File: src/rtl/tpu_pkg.sv
// Definitions shared by the systolic-array tile path: feeder FSM states, default geometry
// and a width helper.
package tpu_pkg;

    localparam int DATA_W = 8;
    localparam int ROWS   = 4;

    typedef enum logic [2:0] {
        IDLE,
        SKEW,
        STREAM,
        FLUSH,
        DONE
    } feeder_state_e;

    // Bit count needed to index n items; never below 1 so that the counters always exist.
    function automatic int clog2_min1(input int n);
        int r;
        r = 0;
        while ((1 << r) < n) r++;
        return (r < 1) ? 1 : r;
    endfunction

endpackage

File: src/rtl/fifo_row_feeder_if.sv
// Bundles the signals between a row feeder, its FIFO, its PE row and the tile controller.
// The slave modport is the feeder. The master modport is whatever drives and observes it.
interface fifo_row_feeder_if #(
    parameter int WIDTH = 8,
    parameter int LEN_W = 8
);
    logic             start;
    logic [LEN_W-1:0] tile_len;
    logic             fifo_empty;
    logic [WIDTH-1:0] fifo_data;
    logic             fifo_rd_en;
    logic [WIDTH-1:0] out_data;
    logic             out_valid;
    logic             out_last;
    logic             busy;
    logic             done;
    logic [15:0]      stall_cnt;

    modport master (
        output start, tile_len, fifo_empty, fifo_data,
        input  fifo_rd_en, out_data, out_valid, out_last, busy, done, stall_cnt
    );

    modport slave (
        input  start, tile_len, fifo_empty, fifo_data,
        output fifo_rd_en, out_data, out_valid, out_last, busy, done, stall_cnt
    );
endinterface

File: src/rtl/fifo_row_feeder.sv
// Drains one tile from a row FIFO into a PE row. Leading and trailing zero bubbles keep all
// rows in lockstep. Read data appears one cycle after fifo_rd_en. An empty FIFO only inserts
// stall cycles. Optional stall statistics are enabled by FEEDER_STATS_EN.
module fifo_row_feeder
    import tpu_pkg::*;
#(
    parameter int WIDTH   = DATA_W,
    parameter int ROWS    = tpu_pkg::ROWS,
    parameter int ROW_IDX = 0,
    parameter int LEN_W   = 8
) (
    input  logic               clk,
    input  logic               rst,
    fifo_row_feeder_if.slave   bus
);

    localparam int CW      = clog2_min1(ROWS);
    localparam int FLUSH_N = ROWS - 1 - ROW_IDX;
    localparam logic [CW-1:0] SKEW_LAST  = CW'((ROW_IDX > 0) ? ROW_IDX - 1 : 0);
    localparam logic [CW-1:0] FLUSH_LAST = CW'((FLUSH_N > 0) ? FLUSH_N - 1 : 0);

    feeder_state_e    state_q;
    logic [LEN_W-1:0] len_q;
    logic [LEN_W-1:0] issued_q;
    logic [LEN_W-1:0] received_q;
    logic [CW-1:0]    cnt_q;
    logic             rd_q;

    logic rd_en;
    logic beat;
    logic beat_last;

    // State that follows the skew phase (or IDLE when there is no skew) for a given length.
    function automatic feeder_state_e after_skew(input logic [LEN_W-1:0] len);
        if (len != '0)       return STREAM;
        else if (FLUSH_N > 0) return FLUSH;
        else                 return DONE;
    endfunction

    assign rd_en     = (state_q == STREAM) && !bus.fifo_empty && (issued_q < len_q);
    assign beat      = (state_q == STREAM) && rd_q;
    assign beat_last = beat && ((received_q + LEN_W'(1)) == len_q);

    always_ff @(posedge clk or posedge rst) begin
        if (rst) begin
            state_q    <= IDLE;
            len_q      <= '0;
            issued_q   <= '0;
            received_q <= '0;
            cnt_q      <= '0;
            rd_q       <= 1'b0;
        end else begin
            rd_q <= rd_en;
            case (state_q)
                IDLE: begin
                    if (bus.start) begin
                        len_q      <= bus.tile_len;
                        issued_q   <= '0;
                        received_q <= '0;
                        cnt_q      <= '0;
                        state_q    <= (ROW_IDX > 0) ? SKEW : after_skew(bus.tile_len);
                    end
                end
                SKEW: begin
                    if (cnt_q == SKEW_LAST) begin
                        cnt_q   <= '0;
                        state_q <= after_skew(len_q);
                    end else begin
                        cnt_q <= cnt_q + CW'(1);
                    end
                end
                STREAM: begin
                    if (rd_en) issued_q   <= issued_q + LEN_W'(1);
                    if (rd_q)  received_q <= received_q + LEN_W'(1);
                    if (beat_last) state_q <= (FLUSH_N > 0) ? FLUSH : DONE;
                end
                FLUSH: begin
                    if (cnt_q == FLUSH_LAST) begin
                        cnt_q   <= '0;
                        state_q <= DONE;
                    end else begin
                        cnt_q <= cnt_q + CW'(1);
                    end
                end
                DONE:    state_q <= IDLE;
                default: state_q <= IDLE;
            endcase
        end
    end

    assign bus.fifo_rd_en = rd_en;
    assign bus.out_valid  = (state_q == SKEW) || (state_q == FLUSH) || beat;
    assign bus.out_data   = beat ? bus.fifo_data : '0;
    assign bus.out_last   = beat_last;
    assign bus.busy       = (state_q != IDLE);
    assign bus.done       = (state_q == DONE);

`ifdef FEEDER_STATS_EN
    logic [15:0] stall_q;
    logic [15:0] stall_d;

    // A STREAM cycle without a beat is a stall. This includes the first cycle, which waits on read latency.
    always_comb begin
        stall_d = stall_q;
        if ((state_q == IDLE) && bus.start) begin
            stall_d = '0;
        end else if ((state_q == STREAM) && !rd_q && (stall_q != 16'hFFFF)) begin
            stall_d = stall_q + 16'd1;
        end
    end

    always_ff @(posedge clk or posedge rst) begin
        if (rst) stall_q <= '0;
        else     stall_q <= stall_d;
    end

    assign bus.stall_cnt = stall_q;
`else
    assign bus.stall_cnt = '0;
`endif

endmodule

File: src/flat_wrapper.sv
// flat-port wrapper written by rule: the top's interface ports become plain ports
module fifo_row_feeder_flat import tpu_pkg::*;
#(
    parameter int WIDTH   = DATA_W,
    parameter int ROWS    = tpu_pkg::ROWS,
    parameter int ROW_IDX = 0,
    parameter int LEN_W   = 8
)
  (clk, rst, bus_start, bus_tile_len, bus_fifo_empty, bus_fifo_data, bus_fifo_rd_en, bus_out_data, bus_out_valid, bus_out_last, bus_busy, bus_done, bus_stall_cnt);
  fifo_row_feeder_if #(.WIDTH(WIDTH), .LEN_W(LEN_W)) bus_i ();
  input  logic clk;
  input  logic rst;
  input wire logic [$bits(bus_i.start)-1:0] bus_start;
  input wire logic [$bits(bus_i.tile_len)-1:0] bus_tile_len;
  input wire logic [$bits(bus_i.fifo_empty)-1:0] bus_fifo_empty;
  input wire logic [$bits(bus_i.fifo_data)-1:0] bus_fifo_data;
  output wire logic [$bits(bus_i.fifo_rd_en)-1:0] bus_fifo_rd_en;
  output wire logic [$bits(bus_i.out_data)-1:0] bus_out_data;
  output wire logic [$bits(bus_i.out_valid)-1:0] bus_out_valid;
  output wire logic [$bits(bus_i.out_last)-1:0] bus_out_last;
  output wire logic [$bits(bus_i.busy)-1:0] bus_busy;
  output wire logic [$bits(bus_i.done)-1:0] bus_done;
  output wire logic [$bits(bus_i.stall_cnt)-1:0] bus_stall_cnt;
  assign bus_i.start = bus_start;
  assign bus_i.tile_len = bus_tile_len;
  assign bus_i.fifo_empty = bus_fifo_empty;
  assign bus_i.fifo_data = bus_fifo_data;
  assign bus_fifo_rd_en = bus_i.fifo_rd_en;
  assign bus_out_data = bus_i.out_data;
  assign bus_out_valid = bus_i.out_valid;
  assign bus_out_last = bus_i.out_last;
  assign bus_busy = bus_i.busy;
  assign bus_done = bus_i.done;
  assign bus_stall_cnt = bus_i.stall_cnt;
  fifo_row_feeder #(.WIDTH(WIDTH), .ROWS(ROWS), .ROW_IDX(ROW_IDX), .LEN_W(LEN_W)) u_core (.clk(clk), .rst(rst), .bus(bus_i));
endmodule
File: config.mk
export PLATFORM = sky130hd
export DESIGN_NAME = fifo_row_feeder_flat
export DESIGN_NICKNAME = d
export VERILOG_FILES = /design/src/rtl/tpu_pkg.sv /design/src/rtl/fifo_row_feeder_if.sv /design/src/rtl/fifo_row_feeder.sv /design/src/flat_wrapper.sv
export SDC_FILE = /design/constraint.sdc
export NUM_CORES = 1
export LEC_CHECK = 0
export ABC_AREA = 1
export CORE_UTILIZATION = 46
export CTS_BUF_LIST = sky130_fd_sc_hd__clkbuf_16
export DETAILED_ROUTE_END_ITERATION = 8
export HOLD_SLACK_MARGIN = 0.05
export PLACE_DENSITY = 0.85
export SLEW_MARGIN = 25
export SYNTH_ARGS = -nofsm -noshare
export SYNTH_HDL_FRONTEND = slang
export SYNTH_SLANG_ARGS = --single-unit
File: constraint.sdc
create_clock -name clk -period 2.25 [get_ports clk]
set_clock_uncertainty 0.15 [all_clocks]
set_input_delay 0.675 -clock clk [delete_from_list [all_inputs] [get_ports clk]]
set_output_delay 0.675 -clock clk [all_outputs]
set_load 0.03 [all_outputs]
==> summary.txt <==
Setup path
  – Crit path arrival time: 1.97 ns
  – Worst Path Buf+Inv: 1
  – Worst EP required: 1.42 ns
  – Worst-path cell chain: ha_2 -> or2_4 -> nand2_2 -> nand2_2 -> nand2_2 -> nand4_1 -> a21oi_2 -> nand3_2 -> nor3_4 -> buf_6
  – Critical path type: register to primary output
  – Slowest cell on crit path: dfrtp_1
  – Most frequent cell on the critical path: nand2_2
  – Max incr delay on CP: 0.40 ns
  – Crit Path Max Fanout: 2
  – Nature of the critical path startpoint: register
  – CP top delay family: simple AND/OR/NAND/NOR gates
  – Worst setup EP type: primary output

Die
  – DIE HEIGHT: 70.5 um
  – Core area: 4440 um2
  – Die X: 70.5 um
  – DIE AREA: 4970 um2
  – FP Rows: 24
  – Initial core utilization: 48.5%
  – Ports: 49

Timing
  – Minimum clock period: 2.79 ns
  – Crit share post-route: 124%
  – Final Hold Fails: 0
  – Slew Limit Fails: 0
  – RSZ-0062 raised after global routing: yes
  – Final worst slack: -0.543 ns
  – Fmax: 358 MHz
  – Hold WS: 0.369 ns
  – Setup TNS: -3.36 ns
  – Final setup viols: 11

Clock network
  – Root buffer cell: clkbuf_16
  – Clock Latency Late Sink: 0.28 ns
  – Hold-fix buffers, CTS: 0
  – H-tree depth: 2
  – CTS Buffer Depth: 2
  – Clk sinks: 30
  – Clock slew at reported path FFs: 0.05 ns
  – CTS tree: yes
  – Cts bufs inserted: 5

Logic synthesis
  – Synthesized cell area: 2160 um2
  – Library cells used by synthesis: 30
  – Ys Warns: 0
  – Area share of the largest cell type after synthesis: 34.8%
  – Post-synth top area cell: dfrtp_1
  – Synth top area cells: dfrtp_1 35%, nand2_1 11%, inv_1 7.7%, nand3_1 7.7%, ha_1 7.5%
  – Seq/Total Area, Yosys: 34.8%
  – Syn Area/Cell: 7.07 um2
  – #FFs+latches synth: 30
  – Syn Inst Count: 305

Final layout
  – Layout cells sized above 1: 28.4%
  – Nets: 423
  – Most frequent cells in the layout: 60 x nand2_1, 46 x buf_4, 36 x inv_1
  – Layout Utilization: 71.7%
  – Ant diodes: 0
  – Most common cell after layout, fill and taps aside: nand2_1
  – Post-layout instance area: 3190 um2
  – Syn-to-layout area delta: 47.7%

Pwr
  – Power per cell area: 1110 nW/um2
  – P_leak: 1.59 nW
  – Peak supply drop: 582 uV

Placement
  – Detailed Place HPWL: 4070 um
  – Place WS: -0.367 ns
  – Number of buffers added on ports: 32
  – GP Congestion: 0.824
  – Cell Area, Placed: 2780 um2

Drt
  – Routed wire per std cell: 14.7 um
  – DRC: 10
  – Vias per std cell: 5.45
  – Drt first pass iters: 7
  – Routed WL: 6510 um
  – Vias: 2415
  – Routed Antenna Nets: 0
  – Initial drt markers: 208

Global route
  – Largest net degree at the start of global routing: 31
  – Global-route wire length before repair: 10200 um
  – Congestion Overflow GR: 0
  – Total track usage: 26.3%
  – Initial antenna violation count: 0
  – Number of global-route vias before repair: 2350

Run status
  – Status: finished, violations left
  – Failing checks: DRC, setup timing

Flow run
  – # Max-Cap Violations: 0

Worst hold path
  – Hold WC Path Type: register to register
## layout make-up
cell class,count,area (um2)
multi-input combinational,224,1290
fill,316,1260
sequential,30,751
tap,52,65.1
timing repair buffer,83,762
clock buffer,5,125
inverter,46,179
clock inverter,3,11.3
## registers in the layout (all words and copies together), names as in the netlist
signal,cells
u_core.state_q,3
u_core.len_q,8
u_core.cnt_q,2
u_core.issued_q,8
u_core.received_q,8
u_core.rd_q,1
## synthesized netlist by cell type
cell type   n
buf_6       1
o21ai_0    12
nand4_1     7
inv_2       2
o22ai_1     3
and2_1      1
buf_4      16
dfrtp_1    30
ha_1       13
nand2_1    64
nand3_1    33
nor4_1      2
nor3b_2     1
o311ai_0    1
buf_2       1
nor3_1      3
o21a_1      1
nor2_1     39
nor2_4      2
nand3_2     1
nor2_8      1
o21ai_1     1
inv_1      44
conb_1      1
clkbuf_1    2
a21oi_1    16
a22oi_1     2
xor2_1      1
nand2_2     3
or2_2       1
## power breakdown
| group | internal (mW) | leakage [nW] | switching [mW] | total (mW) |
|---|---|---|---|---|
| Clock | 0.397 | 0.0663 | 0.235 | 0.632 |
| Combinational | 0.918 | 1.15 | 1.15 | 2.07 |
| Sequential | 0.693 | 0.382 | 0.134 | 0.828 |
| Total | 2.01 | 1.59 | 1.52 | 3.53 |
## stage by stage
stage,std cells,power [mW]
floorplan,320,1.82
CTS,440,3.38
global placement,422,2.42
finish,443,3.53
global route,443,3.76
detailed placement,422,2.48
## routing by layer
layer	track usage, %	wire, um	vias to the layer above
met2	45.6	3230	129
met4	12.5	334	0
met1	30.3	2430	1128
met3	6.35	520	35
li1	-	-	1123
met5	0	0	-
## worst register-to-register path: cells and delay by family, from the launching register on
kind | cells | cell delay, ns
simple gates | 11 | 1.08
fa+ha+maj | 1 | 0.20
flops | 1 | 0.37
buf+inv | 2 | 0.24
## final timing paths
kind                                                         end                        startpoint  slack, ns  depth (start not counted)
worst max-delay path                                bus_out_last  u_core.received_q[1]$_DFFE_PP0P_      -0.54                         10
worst min-delay path                 u_core.cnt_q[0]$_DFFE_PP0P_       u_core.cnt_q[0]$_DFFE_PP0P_       0.37                          2
worst max register to register     u_core.state_q[1]$_DFFE_PP0P_  u_core.received_q[1]$_DFFE_PP0P_       0.11                         14
worst min register to register       u_core.cnt_q[0]$_DFFE_PP0P_       u_core.cnt_q[0]$_DFFE_PP0P_       0.37                          2
max in group asynchronous            u_core.cnt_q[1]$_DFFE_PP0P_                               rst       0.97                          3
min in group asynchronous       u_core.received_q[2]$_DFFE_PP0P_                               rst       0.67                          3
## kinds of logic after synthesis
logic type,count (synthesis),share of synthesized area (%)
XOR/XNOR,1,0.406
other,1,0.174
AO/OA/AOI/OAI,36,9.05
flip-flops,30,34.8
adder cells (fa/ha/maj),13,7.54
AND/OR/NAND/NOR,158,33.4
buffers and inverters,66,14.7
## repair_timing
action | CTS | global route
buffers inserted | 9 | 4
endpoints found under the setup margin | 13 | 13
cloned | 1 | 0
pin swaps | 13 | 5
gates resized for setup | 37 | 20
Note: power is estimated with default switching activity, not from simulation.
